**src/rtl/imm_gen_pipe_pkg.sv**
```systemverilog
// Shared constants for the immediate generator: opcodes, format codes and
// the occupancy encoding of the output skid buffer.
package imm_gen_pipe_pkg;

   // RV32/RV64 base opcodes that select a non-I immediate format
   localparam logic [6:0] OpBranch = 7'b1100011;
   localparam logic [6:0] OpStore  = 7'b0100011;
   localparam logic [6:0] OpJal    = 7'b1101111;
   localparam logic [6:0] OpLui    = 7'b0110111;
   localparam logic [6:0] OpAuipc  = 7'b0010111;
   localparam logic [6:0] OpSystem = 7'b1110011;

   // Immediate format code as presented on out_type; 6 and 7 are never produced
   typedef enum logic [2:0] {
      ImmI = 3'd0,
      ImmS = 3'd1,
      ImmB = 3'd2,
      ImmU = 3'd3,
      ImmJ = 3'd4,
      ImmZ = 3'd5
   } imm_type_e;

   // Number of decoded entries held in the skid buffer
   typedef enum logic [1:0] {
      StEmpty = 2'd0,
      StOne   = 2'd1,
      StFull  = 2'd2
   } occ_state_e;

   // Format select from the opcode; SYSTEM uses the CSR immediate only for
   // the *I variants, which are flagged by funct3[2] (inst[14]).
   function automatic imm_type_e imm_format(input logic [6:0] opcode,
                                            input logic       funct3_msb);
      imm_type_e fmt;
      case (opcode)
         OpBranch: fmt = ImmB;
         OpStore:  fmt = ImmS;
         OpJal:    fmt = ImmJ;
         OpLui:    fmt = ImmU;
         OpAuipc:  fmt = ImmU;
         OpSystem: fmt = funct3_msb ? ImmZ : ImmI;
         default:  fmt = ImmI;
      endcase
      return fmt;
   endfunction

endpackage

```
**src/rtl/imm_decode.sv**
```systemverilog
// Purely combinational immediate decode: instruction word -> immediate and
// format code. Every format is assembled as a 32-bit value and then
// sign-extended to XLEN; the CSR immediate has bit 31 clear, so the same
// extension zero-fills it.
module imm_decode
   import imm_gen_pipe_pkg::*;
#(
   parameter int unsigned XLEN = 32
) (
   input  logic [31:0]     i_inst,
   output logic [XLEN-1:0] o_imm,
   output imm_type_e       o_type
);

   imm_type_e   w_type;
   logic [31:0] w_imm32;

   // Pick the format and gather its bit fields into a 32-bit immediate
   always_comb begin
      w_type  = imm_format(i_inst[6:0], i_inst[14]);
      w_imm32 = '0;
      case (w_type)
         ImmS: w_imm32 = {{20{i_inst[31]}}, i_inst[31:25], i_inst[11:7]};
         ImmB: w_imm32 = {{19{i_inst[31]}}, i_inst[31], i_inst[7], i_inst[30:25],
                          i_inst[11:8], 1'b0};
         ImmU: w_imm32 = {i_inst[31:12], 12'b0};
         ImmJ: w_imm32 = {{11{i_inst[31]}}, i_inst[31], i_inst[19:12], i_inst[20],
                          i_inst[30:21], 1'b0};
         ImmZ: w_imm32 = {27'b0, i_inst[19:15]};
         default: w_imm32 = {{20{i_inst[31]}}, i_inst[31:20]};
      endcase
   end

   // Signed cast makes the width conversion replicate bit 31 (U included on RV64)
   assign o_imm  = XLEN'($signed(w_imm32));
   assign o_type = w_type;

endmodule

```
**src/rtl/imm_gen_pipe.sv**
```systemverilog
// Immediate generator with a 2-entry output skid buffer. Decode happens
// ahead of the buffer so the stored entries are already final results; the
// head entry drives the outputs and the skid entry absorbs the one extra
// instruction that can arrive while in_ready (a registered signal) is still
// high during downstream backpressure.
module imm_gen_pipe
   import imm_gen_pipe_pkg::*;
#(
   parameter int unsigned XLEN      = 32,
   parameter int unsigned PASS_INST = 1
) (
   input  logic            clk,
   input  logic            rst_n,
   input  logic            in_valid,
   output logic            in_ready,
   input  logic [31:0]     in_inst,
   input  logic            flush,
   output logic            out_valid,
   input  logic            out_ready,
   output logic [XLEN-1:0] out_imm,
   output logic [2:0]      out_type,
   output logic [31:0]     out_inst
);

   occ_state_e      r_state;
   occ_state_e      w_state_next;
   logic            r_in_ready;

   logic [XLEN-1:0] r_head_imm;
   logic [2:0]      r_head_type;
   logic [31:0]     r_head_inst;
   logic [XLEN-1:0] r_skid_imm;
   logic [2:0]      r_skid_type;
   logic [31:0]     r_skid_inst;

   logic [XLEN-1:0] w_dec_imm;
   imm_type_e       w_dec_type;
   logic [31:0]     w_keep_inst;

   logic            w_in_xfer;
   logic            w_out_xfer;
   logic            w_head_from_in;
   logic            w_head_from_skid;
   logic            w_skid_from_in;

   imm_decode #(
      .XLEN (XLEN)
   ) u_imm_decode (
      .i_inst (in_inst),
      .o_imm  (w_dec_imm),
      .o_type (w_dec_type)
   );

   // Instruction word is only carried when requested; otherwise it stays zero
   assign w_keep_inst = (PASS_INST != 0) ? in_inst : 32'd0;

   // Transfer qualifiers; flush overrides both directions
   assign w_in_xfer  = in_valid & r_in_ready & ~flush;
   assign w_out_xfer = out_valid & out_ready & ~flush;

   // Occupancy state register
   always_ff @(posedge clk or negedge rst_n) begin
      if (!rst_n) begin
         r_state <= StEmpty;
      end else begin
         r_state <= w_state_next;
      end
   end

   // Occupancy next-state: accept raises it, drain lowers it, both together hold it
   always_comb begin
      w_state_next = r_state;
      if (flush) begin
         w_state_next = StEmpty;
      end else begin
         case (r_state)
            StEmpty: begin
               if (w_in_xfer) w_state_next = StOne;
            end
            StOne: begin
               if (w_in_xfer && !w_out_xfer) begin
                  w_state_next = StFull;
               end else if (!w_in_xfer && w_out_xfer) begin
                  w_state_next = StEmpty;
               end
            end
            StFull: begin
               if (w_out_xfer) w_state_next = StOne;
            end
            default: w_state_next = StEmpty;
         endcase
      end
   end

   // Output decode of the occupancy state
   always_comb begin
      out_valid = (r_state != StEmpty);
      in_ready  = r_in_ready;
      out_imm   = r_head_imm;
      out_type  = r_head_type;
      out_inst  = r_head_inst;
   end

   // in_ready mirrors "skid entry will be empty", registered so it never
   // follows out_ready combinationally; held low throughout reset
   always_ff @(posedge clk or negedge rst_n) begin
      if (!rst_n) begin
         r_in_ready <= 1'b0;
      end else begin
         r_in_ready <= (w_state_next != StFull);
      end
   end

   // Steering of the buffer entries for the current cycle
   always_comb begin
      w_head_from_in   = 1'b0;
      w_head_from_skid = 1'b0;
      w_skid_from_in   = 1'b0;
      case (r_state)
         StEmpty: w_head_from_in = w_in_xfer;
         StOne: begin
            w_head_from_in = w_in_xfer & w_out_xfer;
            w_skid_from_in = w_in_xfer & ~w_out_xfer;
         end
         StFull:  w_head_from_skid = w_out_xfer;
         default: ;
      endcase
   end

   // Head entry: loaded from the decoder or promoted from the skid entry
   always_ff @(posedge clk or negedge rst_n) begin
      if (!rst_n) begin
         r_head_imm  <= '0;
         r_head_type <= 3'd0;
         r_head_inst <= 32'd0;
      end else if (w_head_from_in) begin
         r_head_imm  <= w_dec_imm;
         r_head_type <= w_dec_type;
         r_head_inst <= w_keep_inst;
      end else if (w_head_from_skid) begin
         r_head_imm  <= r_skid_imm;
         r_head_type <= r_skid_type;
         r_head_inst <= r_skid_inst;
      end
   end

   // Skid entry: captures an accepted instruction while the head is stalled
   always_ff @(posedge clk or negedge rst_n) begin
      if (!rst_n) begin
         r_skid_imm  <= '0;
         r_skid_type <= 3'd0;
         r_skid_inst <= 32'd0;
      end else if (w_skid_from_in) begin
         r_skid_imm  <= w_dec_imm;
         r_skid_type <= w_dec_type;
         r_skid_inst <= w_keep_inst;
      end
   end

endmodule

```
**config.mk**
```make
export PLATFORM = sky130hd
export DESIGN_NAME = imm_gen_pipe
export DESIGN_NICKNAME = d
export VERILOG_FILES = /design/src/rtl/imm_gen_pipe_pkg.sv /design/src/rtl/imm_decode.sv /design/src/rtl/imm_gen_pipe.sv
export SDC_FILE = /design/constraint.sdc
export NUM_CORES = 1
export LEC_CHECK = 0
export CAP_MARGIN = 40
export CORE_MARGIN = 2
export CORE_UTILIZATION = 35
export CTS_CLUSTER_SIZE = 30
export DETAILED_ROUTE_END_ITERATION = 16
export SLEW_MARGIN = 20
export SYNTH_ARGS = -nofsm -noshare
export SYNTH_HDL_FRONTEND = slang
export SYNTH_SLANG_ARGS = --single-unit
```
**constraint.sdc**
```tcl
create_clock -name clk -period 2 [get_ports clk]
set_clock_uncertainty 0.05 [all_clocks]
set_input_delay 0.5 -clock clk [delete_from_list [all_inputs] [get_ports clk]]
set_output_delay 0.5 -clock clk [all_outputs]
set_load 0.01 [all_outputs]
```
== Word level (Yosys, flattened, before mapping) ==
Cells that the tools add are included.

* Bitwise logic cells: 8
* Eq/ne operators: 14
* Reductions and logical operators: 8
* Mux-type cells: 18

{| class="wikitable"
|+ Operators with widths
! kind !! number
|-
| $pmux W32 S5 || 1
|-
| $mux W32 || 4
|-
| $eq A7 B7 Y1 const B || 3
|-
| $pmux W3 S5 || 1
|-
| $eq A7 B6 Y1 const B || 2
|-
| $mux W2 || 5
|-
| $mux W3 || 3
|-
| $eq A7 B5 Y1 const B || 1
|-
| $and A1 B1 Y1 || 6
|-
| $eq A3 B2 Y1 const B || 2
|-
| $eq A3 B3 Y1 const B || 2
|-
| $pmux W2 S3 || 1
|-
| $reduce_bool A2 Y1 || 2
|-
| $eq A3 B1 Y1 const B || 1
|-
| $eq A2 B1 Y1 const B || 1
|-
| $eq A2 B2 Y1 const B || 1
|-
| $logic_and A1 B1 Y1 || 2
|-
| $logic_not A1 Y1 || 2
|-
| $logic_not A2 Y1 || 1
|-
| $mux W1 || 2
|-
| $ne A2 B2 Y1 const B || 1
|-
| $not A1 Y1 || 2
|-
| $pmux W1 S2 || 1
|-
| $reduce_or A2 Y1 || 1
|}

* Bits in registers: 137
* Word-level logic and storage cells: 56
* Input bits: 37
* Output and inout port bits: 69

== Depth between registers and ports, before layout ==
Gate-level depths: netlist of the first run.

* Depth in word-level cells: 9
* Gate-level depth with buffers: 7
* Mapped depth without buffers: 4

== Hierarchy ==
A second synthesis of the first run with hierarchy kept.

* Cells, all modules: 475
* Area, all modules: 6308.6 um^2

{| class="wikitable"
|+ By module, submodules not included
! module !! times used !! sequential area each (um^2) !! cells an instance !! area each (um^2)
|-
| imm_gen_pipe || 1 || 3428.3 || 383 || 5549.1
|-
| imm_decode || 1 || 0.0 || 92 || 759.5
|}

== Worst setup path after synthesis of the first run ==
No wires, ideal clock.

* Kind: in2reg
* From: in in_inst[2]
* To: reg r_head_imm[19], in the netlist out_imm[19]
* Required time: 1.799 ns
* Arrival: 1.554 ns
* Buffers on the path: 1
* Path slack: 0.244 ns
* Library setup time: 0.151 ns
* Cell stages on the path: 5
* Cells stage by stage: buf_2 nand4bb_1 a21o_1 nand4_1 o221ai_1

* Word-level cells in the longest chain between the ends: 6
* Elaborated cells on any way between the ends: 15
* Classes of those cells: eq/ne: 11; mux: 3; reduce/logical: 1

{| class="wikitable"
|+ Ends and longest elaborated chain
! what !! RTL line !! text
|-
| start, declared || imm_gen_pipe.sv:16 || <nowiki>input logic [31:0] in_inst,</nowiki>
|-
| $eq A7 B6 Y1 or $eq A7 B5 Y1 (tied branches) || imm_gen_pipe_pkg.sv:35 || <nowiki>case (opcode)</nowiki>
|-
| $reduce_or A2 Y1 (no line) || - ||
|-
| $pmux W3 S5 * || imm_gen_pipe_pkg.sv:35 ||
|-
| $eq A3 B3 Y1 (tied with other cells) || imm_decode.sv:22 || <nowiki>case (w_type)</nowiki>
|-
| $pmux W32 S5 * || imm_decode.sv:22 ||
|-
| $mux W32 * || imm_gen_pipe.sv:136 || <nowiki>end else if (w_head_from_in) begin</nowiki>
|-
| end signal, assigned || imm_gen_pipe.sv:137 || <nowiki>r_head_imm <= w_dec_imm;</nowiki>
|-
| end signal, assigned || imm_gen_pipe.sv:141 || <nowiki>r_head_imm <= r_skid_imm;</nowiki>
|-
| end, declared || imm_gen_pipe.sv:29 || <nowiki>logic [XLEN-1:0] r_head_imm;</nowiki>
|}

Every way passes the cells marked *; elsewhere a longest branch is shown, timed or not.
A chain may end at the register's enable or synchronous reset.

== Worst setup path after layout of the first run ==
* From: reg r_head_imm[21], in the netlist out_imm[21]
* To: out out_imm[21]

{| class="wikitable"
|+ RTL lines
! what !! RTL line !! text
|-
| end, declared || imm_gen_pipe.sv:20 || <nowiki>output logic [XLEN-1:0] out_imm,</nowiki>
|}

No word-level cell between the ends.

==> flow_summary.toml, run 1 <==
[outcome]
outcome = "finished clean"

[setup_path]
critPathLaunchType = "register"
crit_type = "register to output port"
crit_end = "out_imm[21]"
critPathMaxStageDelay_ns = 0.57
slowest_stage = "clkdlybuf4s50_1"
cp-startpoint = "out_imm[21]"
rrSetupSlack_ns = 0.22
crit_cells = 1
end_kind = "output port"
cp_max_fo = 2
critPathBufInv = 1
crit_family = "buffers and inverters"
worstPathArrival_ns = 1.40
worst_r2r_endpoint = "out_imm[18]"
cp_cell_sequence = "clkdlybuf4s50_1"
timing.rr.start = "r_state[1]"
worstPathRequired_ns = 1.45
rr_worst_depth = 5

[timing]
grt_setup_unrepaired = "false"
tightest_slew_ns = 0.3846
fin_ws_ns = 0.04677
report.final.slew_viol_count = 0
period_minus_slack_ns = 1.953
post-route-period-util = 0.9766
fmax_ghz = 0.5120
finalHoldViolCount = 0
finalSetupViolCount = 0
slew_headroom = 0.7419

[pwr]
p_switching_mw = 2.199
vdd_drop_max_mv = 0.6448
combPwrFrac = 0.204
clkPwrFrac = 0.342
p_per_area_nw_per_um2 = 961.4
swShare = 0.2692
p_int_mw = 5.971
power_frac_seq = 0.454
p_leak_nw = 3.898

[die]
std_cell_rows = 48
die-width_um = 135.9
die_height_um = 135.9
initial_utilization = 0.3547
io_pins = 106
dieArea_um2 = 18480
core-area_um2 = 17180

[synth]
synth_compound_area_frac = 0.1803
synth.cell_area_um2 = 6092
synth_adder_area_share = 0
ys.warnings.count = 0
yosysSeqAreaShare = 0.5627
synthMuxAreaShare = 0.001643
synth.largest_area_cell = "dfrtp_1"
syn_area_per_cell_um2 = 9.244
synth-seq-cells = 137
synthDistinctLibCells = 47
async_flop_share = 1.000
synth_edf_count = 0
netlist.area_leader.share = 0.5627
synth_top_family_by_area = "simple AND/OR/NAND/NOR gates"
synth-main-ff-cell = "dfrtp_1"
syn_nets = 696
yosys.area_share.simple = 0.2107
synthCells = 659
synth_area_leaders = "dfrtp_1 (56%), nand2_1 (12%), a31oi_1 (4.2%), nor2_1 (3.5%), o21ai_0 (3.3%)"
synthXorXnorAreaFrac = 0.001438

[place]
gp_congestion = 0.8293
dp.final_hpwl_um = 12880
io_buffers = 105
dpl_cell_area_um2 = 7959
pre_cts_ws_ns = -0.4530

[run]
maxCapViolations = 0

[global_routing]
grt_pass1_wl_um = 28920
grt-ovfl-total = 0
antenna_found_initial = 0
grtUsageTotal = 0.2040
grt_pass1_vias = 5479
grt_max_degree = 52

[routing]
ant_nets = 0
dr.pass1.iters = 5
viasPerCell = 5.223
remaining_drc_errors = 0
wl_per_cell_um = 17.20
wirelength_um = 17990
first_iter_violations = 456
vias = 5463

[clock_network]
clk_latency_ns = 0.42
cts.sinks = 137
tritoncts = "built"
cts_buffer_depth = 2
ctsHtreeMaxLevel = 4
clk_pin_slew_ns = 0.06
post-cts-setup-buffers = 0
cts_buffers = 17
cts_root_buf = "clkbuf_16"

[layout]
area_delta_synth_final_pct = 39.49
fin_nets = 848
antennaDiodeCount = 0
drive_gt1_frac = 0.1437
stdcell_area_um2 = 8498

[min_path]
hold_class = "register to register"
state kept, by name (all words and copies together), names as in the netlist:
register,flops
r_state,2
r_skid_imm,32
in_ready,1
out_imm,32
r_skid_inst,32
r_skid_type,3
out_type,3
out_inst,32
power by group through the flow:
| stage | logic, mW | clock network (mW) | registers [mW] |
|---|---|---|---|
| after detailed placement | 1.67 | 0 | 3.75 |
| after CTS | 1.69 | 2.85 | 3.71 |
| after global routing | 1.84 | 3.00 | 3.78 |
| after global placement | 1.62 | 0 | 3.73 |
| after floorplan | 0.666 | 0 | 3.77 |
| final | 1.66 | 2.80 | 3.71 |
cells in the mapped netlist (2+ instances only):
library cell,number
a22oi_1,23
a21oi_1,24
a311oi_1,4
buf_6,2
and3_1,14
nand4_1,3
nand4bb_1,2
a21o_1,7
o21ai_0,40
buf_2,24
dfrtp_1,137
nand3_1,4
buf_4,3
and2_1,4
nor2_1,56
or2_2,2
and4bb_2,3
a31oi_1,41
o21ai_1,2
inv_1,8
nand2_1,193
o221ai_1,8
o211ai_1,4
a22o_1,7
nor3_1,5
clkbuf_1,18
metrics by stage:
step / cells / setup TNS, ns / power [mW] / util / hold slack [ns]
2_1_floorplan: 659 / 0 / 4.437 / - / 0.1544
3_3_place_gp: 1016 / -25.25 / 5.351 / 0.4634 / 0.3884
3_5_place_dp: 1016 / -30.33 / 5.417 / 0.4634 / 0.3882
4_1_cts: 1046 / 0 / 8.239 / 0.4948 / 0.4258
5_1_grt: 1046 / 0 / 8.613 / 0.4948 / 0.4420
6_report: 1046 / 0 / 8.171 / 0.4948 / 0.4226
cell families after synthesis:
| kind of cell | after synthesis |
|---|---|
| and+or+nand+nor | 297 |
| muxes | 1 |
| DFF | 137 |
| AOI/OAI and AO/OA | 168 |
| buffers and inverters | 55 |
| xor gates and xnor gates | 1 |
cell type report:
type,instances,area [µm²]
clock buffers,26,509.2
clock inverters,3,15.01
fillers,1578,8678
inverters,8,30.03
multi-input cells,467,2415
flip-flops and latches,137,3430
well taps,225,281.5
repair buffers,180,1818
worst min path at each step:
stage | from | end | slack, ns | cells past startpoint
2_1_floorplan | rst_n | in_ready | 0.15 | 0
3_3_place_gp | rst_n | r_skid_inst[19] | 0.39 | 1
3_5_place_dp | rst_n | out_inst[16] | 0.39 | 1
4_1_cts | r_skid_inst[6] | r_skid_inst[6] | 0.43 | 2
5_1_grt | r_skid_inst[7] | r_skid_inst[7] | 0.44 | 2
6_report | out_inst[27] | out_inst[27] | 0.42 | 2
placed cells by master (no fill, tap or decap), drive strengths merged, types with 2 or more instances in the layout:
master / count
a21oi: 24
nor3: 7
and4bb: 4
a311oi: 4
a22o: 7
inv: 8
o21ai: 42
or2: 2
dlymetal6s2s: 2
buf: 75
dfrtp: 137
a31oi: 42
o211ai: 5
clkdlybuf4s50: 101
nor2: 56
clkbuf: 27
nand3: 4
nand4bb: 2
o221ai: 8
a21o: 7
clkinv: 3
and3: 14
nand4: 3
nand2: 193
a22oi: 23
and2: 5
worst reg2reg max path, cell delays in order (launching register included):
cell      delay [ns]
dfrtp_2         0.44
and4bb_2        0.35
and2_1          0.35
o21ai_1         0.12
buf_4           0.19
o221ai_1        0.18
what timing repair did:
action	in CTS	in global routing
endpoints found under the setup margin	4	24
pin swaps	0	0
endpoints found under the hold margin	34	0
resized for setup	4	4
hold buffers	1	0
metal layers:
metal | vias up | GRT usage | wire [µm]
met2 | 168 | 0.3311 | 8640
met4 | 0 | 0.06308 | 255
met3 | 15 | 0.04474 | 850
met5 | - | 0 | 0
met1 | 2693 | 0.2737 | 8248
li1 | 2587 | - | -
No activity file was read; power rests on OpenSTA's default activity.
==> run 2: changes to the inputs <==
==> constraint.sdc (replaced) <==
create_clock -name clk -period 2.42 [get_ports clk]
set_clock_uncertainty 0.05 [all_clocks]
set_input_delay 0.605 -clock clk [delete_from_list [all_inputs] [get_ports clk]]
set_output_delay 0.605 -clock clk [all_outputs]
set_load 0.01 [all_outputs]
==> run 2 against run 1 <==
Compared with the run above: via count down 1.8%; count of clock-buffer cells in the layout down 8; worst hold slack worse by 0.33 ns; sequential power down 17%; largest power group unchanged; core utilization down 0.85 points; register-to-register slack better by 0.38 ns; sequential cell count unchanged; sequential share of layout area up 0.69 points; combinational power down 19%; first-iteration DRC count down 14%; setup slack better by 0.046 ns; clock power up 3%.
==> flow_summary.toml, run 2 (synthesized netlist as in run 1, its figures left out) <==
[setup_path]
worstPathArrival_ns = 1.67
slowest_stage = "clkdlybuf4s50_1"
critPathLaunchType = "register"
rrSetupSlack_ns = 0.60
critPathMaxStageDelay_ns = 0.48
timing.rr.start = "r_state[1]"
critPathBufInv = 1
cp_max_fo = 8
crit_type = "register to output port"
crit_family = "buffers and inverters"
worstPathRequired_ns = 1.76
rr_worst_depth = 4
cp_cell_sequence = "or2_2 -> clkdlybuf4s50_1"
end_kind = "output port"
worst_r2r_endpoint = "out_imm[19]"

[timing]
tightest_slew_ns = 0.6607
post-route-period-util = 0.9617
fin_ws_ns = 0.09277
fmax_ghz = 0.4297
slew_headroom = 0.5566
finalHoldViolCount = 0
period_minus_slack_ns = 2.327
report.final.slew_viol_count = 0
whs_ns = 0.08949
finalSetupViolCount = 0
grt_setup_unrepaired = "false"

[global_routing]
grtUsageTotal = 0.2034
grt_pass1_wl_um = 28910
grt-ovfl-total = 0
antenna_found_initial = 0
grt_pass1_vias = 5343
grt_max_degree = 56

[die]
std_cell_rows = 48
die_height_um = 135.9
core-area_um2 = 17180
initial_utilization = 0.3547
dieArea_um2 = 18480
io_pins = 106
die-width_um = 135.9

[layout]
drive_gt1_frac = 0.1193
antennaDiodeCount = 0
final_common_cell = "nand2_1"
fin_nets = 820
area_delta_synth_final_pct = 37.11
final_cell_mix = "nand2_1 (191), dfrtp_1 (137), clkdlybuf4s50_1 (104)"
stdcell_area_um2 = 8353

[run]
maxCapViolations = 0

[clock_network]
ctsHtreeMaxLevel = 4
cts.sinks = 137
tritoncts = "built"
cts_buffers = 17
cts_buffer_depth = 2
cts.repair.resized = 0
hold_buffers = 0
post-cts-setup-buffers = 0
clk_latency_ns = 0.43
clk_pin_slew_ns = 0.06
cts_root_buf = "clkbuf_16"

[pwr]
p_int_mw = 5.353
clkPwrFrac = 0.396
vdd_drop_max_mv = 0.5389
combPwrFrac = 0.184
power_mw = 7.305
power_frac_seq = 0.420
p_per_area_nw_per_um2 = 874.5
p_switching_mw = 1.952
p_leak_nw = 3.779
swShare = 0.2672

[place]
io_buffers = 105
dpl_cell_area_um2 = 7694
pre_cts_ws_ns = -0.1433
gp_congestion = 0.8343
dp.final_hpwl_um = 12360

[routing]
viasPerCell = 5.254
ant_nets = 0
remaining_drc_errors = 0
first_iter_violations = 394
wirelength_um = 17960
vias = 5364
dr.pass1.iters = 5
wl_per_cell_um = 17.59

[outcome]
outcome = "finished clean"

[min_path]
hold_class = "input port to asynchronous set/reset pin"
-- run 2: area by class of cell --
cell class	instances	area, µm²
clock buffers	18	439.2
clock inverters	14	220.2
repair buffers	152	1543
inverters	8	30.03
well taps	225	281.5
multi-input cells	467	2411
flip-flops and latches	137	3428
fillers	1624	8823
-- run 2: routing by layer --
metal / vias up / track usage / wire length (µm)
li1: 2529 / - / -
met1: 2637 / 0.2804 / 8178
met2: 179 / 0.3218 / 8534
met3: 19 / 0.04400 / 982
met4: 0 / 0.06250 / 264
met5: - / 0 / 0
-- run 2: power by group through the flow --
stage | logic (mW) | registers (mW) | clock network (mW)
after CTS | 1.36 | 3.07 | 2.94
after floorplan | 0.551 | 3.12 | 0
after detailed placement | 1.35 | 3.10 | 0
final | 1.35 | 3.07 | 2.89
after global placement | 1.31 | 3.08 | 0
after global routing | 1.49 | 3.12 | 3.05
-- run 2: stage by stage --
stage	instances	setup TNS, ns	utilization
floorplan	659	0	-
global placement	989	-3.371	0.4479
detailed placement	989	-4.487	0.4479
CTS	1021	0	0.4863
global route	1021	0	0.4863
finish	1021	0	0.4863
-- run 2: worst max path at each step --
stage / from / endpoint / slack, ns / cells after the start
6_report: r_state[1] / out_valid / 0.09 / 2
5_1_grt: r_state[1] / out_valid / 0.04 / 2
4_1_cts: r_state[1] / out_valid / 0.07 / 2
3_5_place_dp: in_inst[2] / out_imm[28] / -0.14 / 7
3_3_place_gp: in_inst[6] / out_imm[19] / -0.14 / 5
2_1_floorplan: in_inst[2] / out_imm[19] / 0.56 / 5
==> run 3: changes to the inputs <==
--- a/config.mk
+++ b/config.mk
@@ -10,7 +10,7 @@
 export CORE_UTILIZATION = 35
 export CTS_CLUSTER_SIZE = 30
 export DETAILED_ROUTE_END_ITERATION = 16
-export SLEW_MARGIN = 20
+export SLEW_MARGIN = 5
 export SYNTH_ARGS = -nofsm -noshare
 export SYNTH_HDL_FRONTEND = slang
 export SYNTH_SLANG_ARGS = --single-unit
==> results of run 3 <==
The final DEF is identical to that of run 2; final timing and power are the same.
